File: config.mk
export PLATFORM = sky130hd
export DESIGN_NAME = conv_window_gen_flat
export DESIGN_NICKNAME = d
export VERILOG_FILES = /design/src/rtl/conv_window_gen_pkg.sv /design/src/rtl/conv_window_gen_if.sv /design/src/rtl/conv_line_buffer.sv /design/src/rtl/conv_window_gen.sv /design/src/flat_wrapper.sv
export SDC_FILE = /design/constraint.sdc
export NUM_CORES = 1
export LEC_CHECK = 0
export CAP_MARGIN = 20
export CORE_UTILIZATION = 30
export CTS_CLUSTER_DIAMETER = 30
export DETAILED_ROUTE_END_ITERATION = 16
export PLACE_DENSITY_LB_ADDON = 0.1
export REMOVE_ABC_BUFFERS = 1
export SETUP_SLACK_MARGIN = 0.02
export SYNTH_ARGS = -nofsm -noshare
export SYNTH_HDL_FRONTEND = slang
export SYNTH_SLANG_ARGS = --single-unit
File: constraint.sdc
create_clock -name clk -period 3.1 [get_ports clk]
set_input_delay 0.31 -clock clk [delete_from_list [all_inputs] [get_ports clk]]
set_output_delay 0.31 -clock clk [all_outputs]
set_load 0.01 [all_outputs]
File: src/rtl/conv_window_gen_pkg.sv
`default_nettype none
// ============================================================================
//  Module   : conv_window_gen_pkg
//  Purpose  : Shared sizing helpers and constants for the convolution window
//             generator and the MAC stage that consumes its windows.
//  Revision : 1.0  initial release
// ============================================================================
package conv_window_gen_pkg;

    // Ceiling log2; returns 0 for values of 0 or 1.
    function automatic int clog2(input int value);
        int result;
        result = 0;
        for (int v = value - 1; v > 0; v = v >> 1) begin
            result++;
        end
        return result;
    endfunction

    // Width of a counter spanning 0..count-1; never narrower than one bit.
    function automatic int cnt_width(input int count);
        return (count <= 1) ? 1 : clog2(count);
    endfunction

    // Width of one flattened KERNEL x KERNEL window of N-bit pixels.
    function automatic int win_width(input int kernel, input int n);
        return kernel * kernel * n;
    endfunction

    // Default geometry shared with the MAC stage.
    localparam int c_KERNEL = 3;
    localparam int c_N      = 8;
    localparam int c_IMG_W  = 28;
    localparam int c_IMG_H  = 28;
    localparam int c_COL_W  = cnt_width(c_IMG_W);
    localparam int c_ROW_W  = cnt_width(c_IMG_H);
    localparam int c_WIN_W  = win_width(c_KERNEL, c_N);

endpackage
`default_nettype wire

File: src/rtl/conv_window_gen_if.sv
`default_nettype none
// ============================================================================
//  Module   : conv_window_gen_if
//  Purpose  : Pixel-stream input and window output bundle of the convolution
//             window generator. master = stream source, slave = generator.
//  Revision : 1.0  initial release
// ============================================================================
interface conv_window_gen_if
    import conv_window_gen_pkg::*;
#(
    parameter int KERNEL = 3,
    parameter int N      = 8
);
    logic [N-1:0]                      pix_in;
    logic                              en_in;
    logic                              sof;
    logic [win_width(KERNEL, N)-1:0]   data2conv;
    logic                              en_out;
    logic                              last_out;

    modport master (
        output pix_in, en_in, sof,
        input  data2conv, en_out, last_out
    );

    modport slave (
        input  pix_in, en_in, sof,
        output data2conv, en_out, last_out
    );
endinterface
`default_nettype wire

File: src/rtl/conv_line_buffer.sv
`default_nettype none
// ============================================================================
//  Module   : conv_line_buffer
//  Purpose  : One image-row delay: a circular RAM of DEPTH words read and
//             written at the same pointer, so dout is the word written DEPTH
//             enabled cycles earlier. Storage is deliberately not reset.
//  Revision : 1.0  initial release
// ============================================================================
module conv_line_buffer
    import conv_window_gen_pkg::*;
#(
    parameter int DEPTH = 28,
    parameter int WIDTH = 8
) (
    input  wire logic             clk,
    input  wire logic             rst,
    input  wire logic             en,
    input  wire logic [WIDTH-1:0] din,
    output logic      [WIDTH-1:0] dout
);
    localparam int                c_PTR_W    = cnt_width(DEPTH);
    localparam logic [c_PTR_W-1:0] c_PTR_LAST = c_PTR_W'(DEPTH - 1);

    logic [WIDTH-1:0]   r_mem [DEPTH];
    logic [c_PTR_W-1:0] r_ptr;

    // Read-before-write at the shared pointer gives exactly one row of delay.
    assign dout = r_mem[r_ptr];

    // Pointer walks the RAM once per accepted pixel and wraps at DEPTH-1.
    always_ff @(posedge clk or negedge rst) begin
        if (!rst) begin
            r_ptr <= '0;
        end else if (en) begin
            r_ptr <= (r_ptr == c_PTR_LAST) ? '0 : r_ptr + 1'b1;
        end
    end

    // Overwrite the slot just read with the incoming pixel.
    always_ff @(posedge clk) begin
        if (en) begin
            r_mem[r_ptr] <= din;
        end
    end
endmodule
`default_nettype wire

File: src/rtl/conv_window_gen.sv
`default_nettype none
// ============================================================================
//  Module   : conv_window_gen
//  Purpose  : Turns a raster pixel stream into fully-populated KERNEL x KERNEL
//             windows for the MAC stage. KERNEL-1 line buffers supply the rows
//             above; row/col counters gate out partial windows.
//  Revision : 1.0  initial release
// ============================================================================
module conv_window_gen
    import conv_window_gen_pkg::*;
#(
    parameter int KERNEL = 3,
    parameter int N      = 8,
    parameter int IMG_W  = 28,
    parameter int IMG_H  = 28
) (
    input  wire logic        clk,
    input  wire logic        rst,
    conv_window_gen_if.slave bus
);
    localparam int                 c_COL_W    = cnt_width(IMG_W);
    localparam int                 c_ROW_W    = cnt_width(IMG_H);
    localparam logic [c_COL_W-1:0] c_COL_LAST = c_COL_W'(IMG_W - 1);
    localparam logic [c_ROW_W-1:0] c_ROW_LAST = c_ROW_W'(IMG_H - 1);
    localparam logic [c_COL_W-1:0] c_COL_EDGE = c_COL_W'(KERNEL - 1);
    localparam logic [c_ROW_W-1:0] c_ROW_EDGE = c_ROW_W'(KERNEL - 1);

    logic [c_COL_W-1:0] r_col;
    logic [c_ROW_W-1:0] r_row;
    logic [c_COL_W-1:0] w_col;
    logic [c_ROW_W-1:0] w_row;
    logic               w_take_sof;
    logic               w_col_last;
    logic               w_row_last;
    logic               w_full;
    logic               r_en_out;
    logic               r_last_out;
    logic [N-1:0]       w_chain [KERNEL];
    logic [N-1:0]       r_win   [KERNEL*KERNEL];

    // Position of the pixel being accepted now; sof forces it to (0,0).
    assign w_take_sof = bus.en_in & bus.sof;
    assign w_col      = w_take_sof ? '0 : r_col;
    assign w_row      = w_take_sof ? '0 : r_row;
    assign w_col_last = (w_col == c_COL_LAST);
    assign w_row_last = (w_row == c_ROW_LAST);
    assign w_full     = (w_row >= c_ROW_EDGE) && (w_col >= c_COL_EDGE);

    // Raster position counters; they wrap at end of row and end of frame.
    always_ff @(posedge clk or negedge rst) begin
        if (!rst) begin
            r_col <= '0;
            r_row <= '0;
        end else if (bus.en_in) begin
            if (w_col_last) begin
                r_col <= '0;
                r_row <= w_row_last ? '0 : w_row + 1'b1;
            end else begin
                r_col <= w_col + 1'b1;
                r_row <= w_row;
            end
        end
    end

    // Cascade of row delays: w_chain[j] holds the pixel j rows above pix_in.
    assign w_chain[0] = bus.pix_in;

    for (genvar j = 0; j < KERNEL - 1; j++) begin : g_lbuf
        conv_line_buffer #(
            .DEPTH (IMG_W),
            .WIDTH (N)
        ) u_lbuf (
            .clk  (clk),
            .rst  (rst),
            .en   (bus.en_in),
            .din  (w_chain[j]),
            .dout (w_chain[j+1])
        );
    end

    // Window shifts left one column per accepted pixel; the new right column
    // is the vertical slice ending at pix_in (bottom row = newest pixel).
    always_ff @(posedge clk or negedge rst) begin
        if (!rst) begin
            for (int i = 0; i < KERNEL * KERNEL; i++) begin
                r_win[i] <= '0;
            end
        end else if (bus.en_in) begin
            for (int r = 0; r < KERNEL; r++) begin
                for (int c = 0; c < KERNEL - 1; c++) begin
                    r_win[r*KERNEL + c] <= r_win[r*KERNEL + c + 1];
                end
                r_win[r*KERNEL + KERNEL - 1] <= w_chain[KERNEL - 1 - r];
            end
        end
    end

    // Output strobes: valid only for complete windows, last at frame end.
    always_ff @(posedge clk or negedge rst) begin
        if (!rst) begin
            r_en_out   <= 1'b0;
            r_last_out <= 1'b0;
        end else begin
            r_en_out   <= bus.en_in & w_full;
            r_last_out <= bus.en_in & w_row_last & w_col_last;
        end
    end

    for (genvar i = 0; i < KERNEL * KERNEL; i++) begin : g_flat
        assign bus.data2conv[i*N +: N] = r_win[i];
    end

    assign bus.en_out   = r_en_out;
    assign bus.last_out = r_last_out;
endmodule
`default_nettype wire

File: src/flat_wrapper.sv
// flat-port wrapper written by rule: the top's interface ports become plain ports
module conv_window_gen_flat import conv_window_gen_pkg::*;
#(
    parameter int KERNEL = 3,
    parameter int N      = 8,
    parameter int IMG_W  = 28,
    parameter int IMG_H  = 28
)
  (clk, rst, bus_pix_in, bus_en_in, bus_sof, bus_data2conv, bus_en_out, bus_last_out);
  conv_window_gen_if #(.KERNEL(KERNEL), .N(N)) bus_i ();
  input  wire logic clk;
  input  wire logic rst;
  input wire logic [$bits(bus_i.pix_in)-1:0] bus_pix_in;
  input wire logic [$bits(bus_i.en_in)-1:0] bus_en_in;
  input wire logic [$bits(bus_i.sof)-1:0] bus_sof;
  output wire logic [$bits(bus_i.data2conv)-1:0] bus_data2conv;
  output wire logic [$bits(bus_i.en_out)-1:0] bus_en_out;
  output wire logic [$bits(bus_i.last_out)-1:0] bus_last_out;
  assign bus_i.pix_in = bus_pix_in;
  assign bus_i.en_in = bus_en_in;
  assign bus_i.sof = bus_sof;
  assign bus_data2conv = bus_i.data2conv;
  assign bus_en_out = bus_i.en_out;
  assign bus_last_out = bus_i.last_out;
  conv_window_gen #(.KERNEL(KERNEL), .N(N), .IMG_W(IMG_W), .IMG_H(IMG_H)) u_core (.clk(clk), .rst(rst), .bus(bus_i));
endmodule
==> report_table.html <==
<table>
<tr><th>Metric</th><th>Value</th></tr>
<tr><th colspan="2">Setup path</th></tr>
<tr><td>Cell with the largest stage delay on the worst path</td><td>sky130_fd_sc_hd__dfrtp_1</td></tr>
<tr><td>Crit path capture type</td><td>register</td></tr>
<tr><td>Path depth of the worst reg2reg path</td><td>6</td></tr>
<tr><td>WP data arrival</td><td>around 3.2 ns</td></tr>
<tr><td>Type of the setup path with the least slack</td><td>register to register</td></tr>
<tr><td>CP Max Fanout</td><td>28</td></tr>
<tr><td>Setup slack of the worst register-to-register path</td><td>0.31 ns</td></tr>
<tr><td>Cell with the most instances on the worst path</td><td>sky130_fd_sc_hd__buf_12</td></tr>
<tr><td>Origin of the critical flop-to-flop path</td><td>u_core.g_lbuf[0].u_lbuf.r_ptr[0]</td></tr>
<tr><td>Required time worst endpoint</td><td>around 3.5 ns</td></tr>
<tr><td>Worst setup path startpoint</td><td>u_core.g_lbuf[0].u_lbuf.r_ptr[0]</td></tr>
<tr><td>Critical Path End</td><td>u_core.g_lbuf[1].u_lbuf.r_mem[9][1]</td></tr>
<tr><td>Cell-by-cell trace of the critical path</td><td>buf_12 &gt; mux4_2 &gt; a22o_1 &gt; nor4_2 &gt; nand2_1 &gt; buf_12</td></tr>
<tr><td>CP max stage delay</td><td>between 0.6 and 0.7 ns</td></tr>
<tr><td>Kind of start point of the critical path</td><td>register</td></tr>
<tr><td>Reg-to-reg critical path endpoint</td><td>u_core.g_lbuf[1].u_lbuf.r_mem[9][1]</td></tr>
<tr><th colspan="2">Layout</th></tr>
<tr><td>Filler instances</td><td>6,470</td></tr>
<tr><td>Diodes inserted</td><td>0</td></tr>
<tr><td>Commonest cells after routing, fill and taps aside</td><td>sky130_fd_sc_hd__edfxtp_1, sky130_fd_sc_hd__clkbuf_16, sky130_fd_sc_hd__buf_4</td></tr>
<tr><td>Post-layout nets</td><td>roughly 1,500</td></tr>
<tr><td>Area overhead of the layout relative to synthesis</td><td>30.8%</td></tr>
<tr><td>Fraction of layout instances using a drive strength above 1</td><td>between 20 and 30%</td></tr>
<tr><td>Most common cell after layout, fill and taps aside</td><td>sky130_fd_sc_hd__edfxtp_1</td></tr>
<tr><td>Finished Core Util</td><td>around 40%</td></tr>
<tr><th colspan="2">Clock network</th></tr>
<tr><td>Level count of the clock H-tree</td><td>3</td></tr>
<tr><td>Clk root buf</td><td>sky130_fd_sc_hd__clkbuf_16</td></tr>
<tr><td>Clock buffers created by TritonCTS</td><td>roughly 120</td></tr>
<tr><td>Total clock sinks</td><td>about 540</td></tr>
<tr><td>CTS tree</td><td>built</td></tr>
<tr><td>Clock latency on the worst-skew pair</td><td>between 0.6 and 0.7 ns</td></tr>
<tr><td>Clock-pin slew on the worst setup and hold paths</td><td>about 0.040 ns</td></tr>
<tr><td>CTS Buffer Depth</td><td>3</td></tr>
<tr><td>Number of buffers added for setup after CTS</td><td>0</td></tr>
<tr><th colspan="2">STA</th></tr>
<tr><td>Final hold violation count</td><td>0</td></tr>
<tr><td>Slew Limit Headroom</td><td>~37%</td></tr>
<tr><td>Clock period minus worst slack</td><td>around 2.8 ns</td></tr>
<tr><td>Final slew viol count</td><td>0</td></tr>
<tr><td>Clock tree skew after final layout</td><td>~0.025 ns</td></tr>
<tr><td>Worst-Margin Slew</td><td>~0.94 ns</td></tr>
<tr><td>Total Negative Setup Slacks</td><td>0 ns</td></tr>
<tr><td>Final worst path period share</td><td>around nine tenths</td></tr>
<tr><td># setup viols final</td><td>0</td></tr>
<tr><td>Worst hold margin</td><td>roughly 0.12 ns</td></tr>
<tr><td>Setup slack of the critical path after layout</td><td>0.309 ns</td></tr>
<tr><td>Max Clock Freq</td><td>between 300 and 400 MHz</td></tr>
<tr><td>RSZ-0062 raised after global routing</td><td>false</td></tr>
<tr><th colspan="2">Pwr</th></tr>
<tr><td>Leak pwr</td><td>between 9 and 10 nW</td></tr>
<tr><td>VDD IR-drop max</td><td>0.511 mV</td></tr>
<tr><td>Power density normalized to cell area</td><td>about 1000 nW/um2</td></tr>
<tr><th colspan="2">Floorplan</th></tr>
<tr><td>Width of the chip</td><td>269 um</td></tr>
<tr><td>Number of rows in the core area</td><td>between 90 and 100</td></tr>
<tr><td>Core region area</td><td>between 70,000 and 80,000 um2</td></tr>
<tr><td>Initial Util</td><td>between 30% and 40%</td></tr>
<tr><td>Die boundary height</td><td>269 um</td></tr>
<tr><td>Area enclosed by the die boundary</td><td>72,400 um2</td></tr>
<tr><td>Number of ports placed on the die boundary</td><td>86</td></tr>
<tr><th colspan="2">Synth</th></tr>
<tr><td>Number of unique standard cell types used by synthesis</td><td>54</td></tr>
<tr><td>Sequential fraction of the synthesis area</td><td>between 70% and 80%</td></tr>
<tr><td>Synth Instances</td><td>between 1,000 and 1,500</td></tr>
<tr><td>Synth async-reset ratio</td><td>17.3%</td></tr>
<tr><td>Most instantiated flip-flop cell in the synthesis netlist</td><td>sky130_fd_sc_hd__edfxtp_1</td></tr>
<tr><td>Number of enable-type register cells in the synthesized netlist</td><td>approximately 450</td></tr>
<tr><td>Combined area of all synthesized cells</td><td>roughly 21,000 um2</td></tr>
<tr><td>Mean instance size in the synthesized netlist</td><td>between 15 and 20 um2</td></tr>
<tr><td>Total of flip-flops plus latches after synthesis</td><td>about 540</td></tr>
<tr><td>Synthesis Warnings</td><td>0</td></tr>
<tr><th colspan="2">Detailed routing</th></tr>
<tr><td>Antenna Violating Nets Remaining</td><td>0</td></tr>
<tr><td>Top metal layer carrying routed signals</td><td>met5</td></tr>
<tr><td>Residual DRC count</td><td>0</td></tr>
<tr><td>Number of DRC violations after detailed-routing iteration 0</td><td>679</td></tr>
<tr><td>Number of vias in the routed layout</td><td>about 12,000</td></tr>
<tr><td>DRT met1 WL</td><td>approximately 24,000 um</td></tr>
<tr><td>Vias per cell</td><td>4.71</td></tr>
<tr><td>Pre-Repair DR Iteration Count</td><td>4</td></tr>
<tr><td>WL/cell</td><td>between 20 and 25 um</td></tr>
<tr><td>Total detailed-routing wirelength</td><td>between 50,000 and 60,000 um</td></tr>
<tr><td>Total met2 wirelength after detailed routing</td><td>around 29,000 um</td></tr>
<tr><td>Total length of routed met3 wires</td><td>roughly 2300 um</td></tr>
<tr><th colspan="2">Global route</th></tr>
<tr><td>Aggregate global-route resource usage</td><td>16.2%</td></tr>
<tr><td>Number of antenna violations at the first check in global routing</td><td>1</td></tr>
<tr><td>First-pass GRT wire length</td><td>roughly 84,000 um</td></tr>
<tr><td>Maximum number of pins on one net before global-route repair</td><td>53</td></tr>
<tr><td>Global route overflow</td><td>0</td></tr>
<tr><td>Vias in the first global route</td><td>12,298</td></tr>
<tr><th colspan="2">Job</th></tr>
<tr><td>Number of maximum-capacitance violations</td><td>0</td></tr>
<tr><th colspan="2">Placement</th></tr>
<tr><td>Placed wire-length estimate after detailed placement</td><td>approximately 38,000 um</td></tr>
<tr><td>Routability-driven placement congestion ratio</td><td>0.792</td></tr>
<tr><td>Port Buf Inserts</td><td>85</td></tr>
<tr><td>Pre-CTS setup slack</td><td>0.314 ns</td></tr>
<tr><th colspan="2">Outcome</th></tr>
<tr><td>Result of the run</td><td>complete, no violations</td></tr>
<tr><th colspan="2">Worst hold path</th></tr>
<tr><td>Worst min-delay path class</td><td>input pin to register</td></tr>
</table>
## power breakdown
part / total (W) / internal (W) / leakage (nW) / switching, W
Clock: 0.0120 / 0.00812 / 1.89 / 0.00384
Sequential: 0.0104 / 0.00975 / 5.15 / 0.000604
Combinational: 0.00687 / 0.00290 / 2.93 / 0.00396
Total: 0.0292 / 0.0208 / 9.97 / 0.00841
## what timing repair did
action | CTS | global route
hold buffers | 1 | 0
setup endpoints to repair | 0 | 0
gates resized for setup | 0 | 0
hold endpoints to repair | 51 | 0
## worst min-delay path by stage
stage | from | endpoint | slack [ns] | cells past startpoint
finish | bus_en_in | u_core.bus.data2conv[42] | 0.12 | 2
global route | bus_en_in | u_core.bus.data2conv[42] | 0.12 | 2
CTS | bus_en_in | u_core.bus.data2conv[42] | 0.1 | 2
detailed placement | rst | u_core.bus.data2conv[18] | 0.47 | 1
global placement | rst | u_core.bus.data2conv[18] | 0.47 | 1
floorplan | rst | u_core.bus.data2conv[0] | 0.01 | 0
## sequential cells by signal, summed over array words and instances (netlist names)
register,cells
u_core.g_lbuf.u_lbuf.r_mem,448
u_core.bus.data2conv,72
u_core.bus.en_out,1
u_core.bus.last_out,1
u_core.r_col,5
u_core.r_row,5
u_core.g_lbuf.u_lbuf.r_ptr,10
## through the flow
step	cells	total power (W)	cell area (um2)
after global placement	2252	0.0175	24100
after detailed placement	2252	0.0175	24100
after CTS	2477	0.0296	28000
after global routing	2477	0.0305	28000
after floorplan	1120	0.0139	21100
final	2477	0.0292	28000
## worst max-delay path, delay by kind of cell, from the launching register on
family,cells,cell delay (ns)
flops,1,0.67
simple gates,2,0.55
mux,1,0.51
buf+inv,2,0.47
compound gates,1,0.28
## per-layer routing
metal	global-route usage [%]	vias up
met5	0	-
met4	4.98	2
met3	3.77	90
met2	27.8	251
met1	20.1	6054
li1	-	5258
## cells in the mapped netlist, drive strengths merged (10+ instances only)
cell    count  area share [%]
edfxtp    448              63
dfrtp      94              11
mux2i      91             4.3
nor2       78             1.4
mux4       72             7.6
mux2       59             3.1
nand2      43            0.75
clkbuf     38            0.67
o22ai      26            0.76
buf        24            0.77
nand3      18            0.42
a22oi      17            0.60
o21ai      17            0.40
a21oi      13            0.30
a31oi      13            0.38
inv        12            0.21
nor3       11            0.26
a22o       10            0.41
and2       10            0.29
ha         10            0.59
nor4       10            0.50
## logic make-up after synthesis
kind of cell	share of synthesized area (%)
muxes	15.0
AOI/OAI and AO/OA	3.81
buffers and inverters	1.68
adders and majority gates	0.585
DFF	73.9
xor gates and xnor gates	0.0819
and+or+nand+nor	4.94
## layout make-up
class,instances,area [um2],area share [%]
repair buffers,193,1820,6.51
well taps,940,1180,4.20
clock buffers,138,3100,11.1
flip-flops and latches,542,15800,56.5
multi-input cells,564,5220,18.7
clock inverters,86,782,2.80
inverters,14,52.6,0.188
No activity file was read; power rests on OpenSTA's default activity.
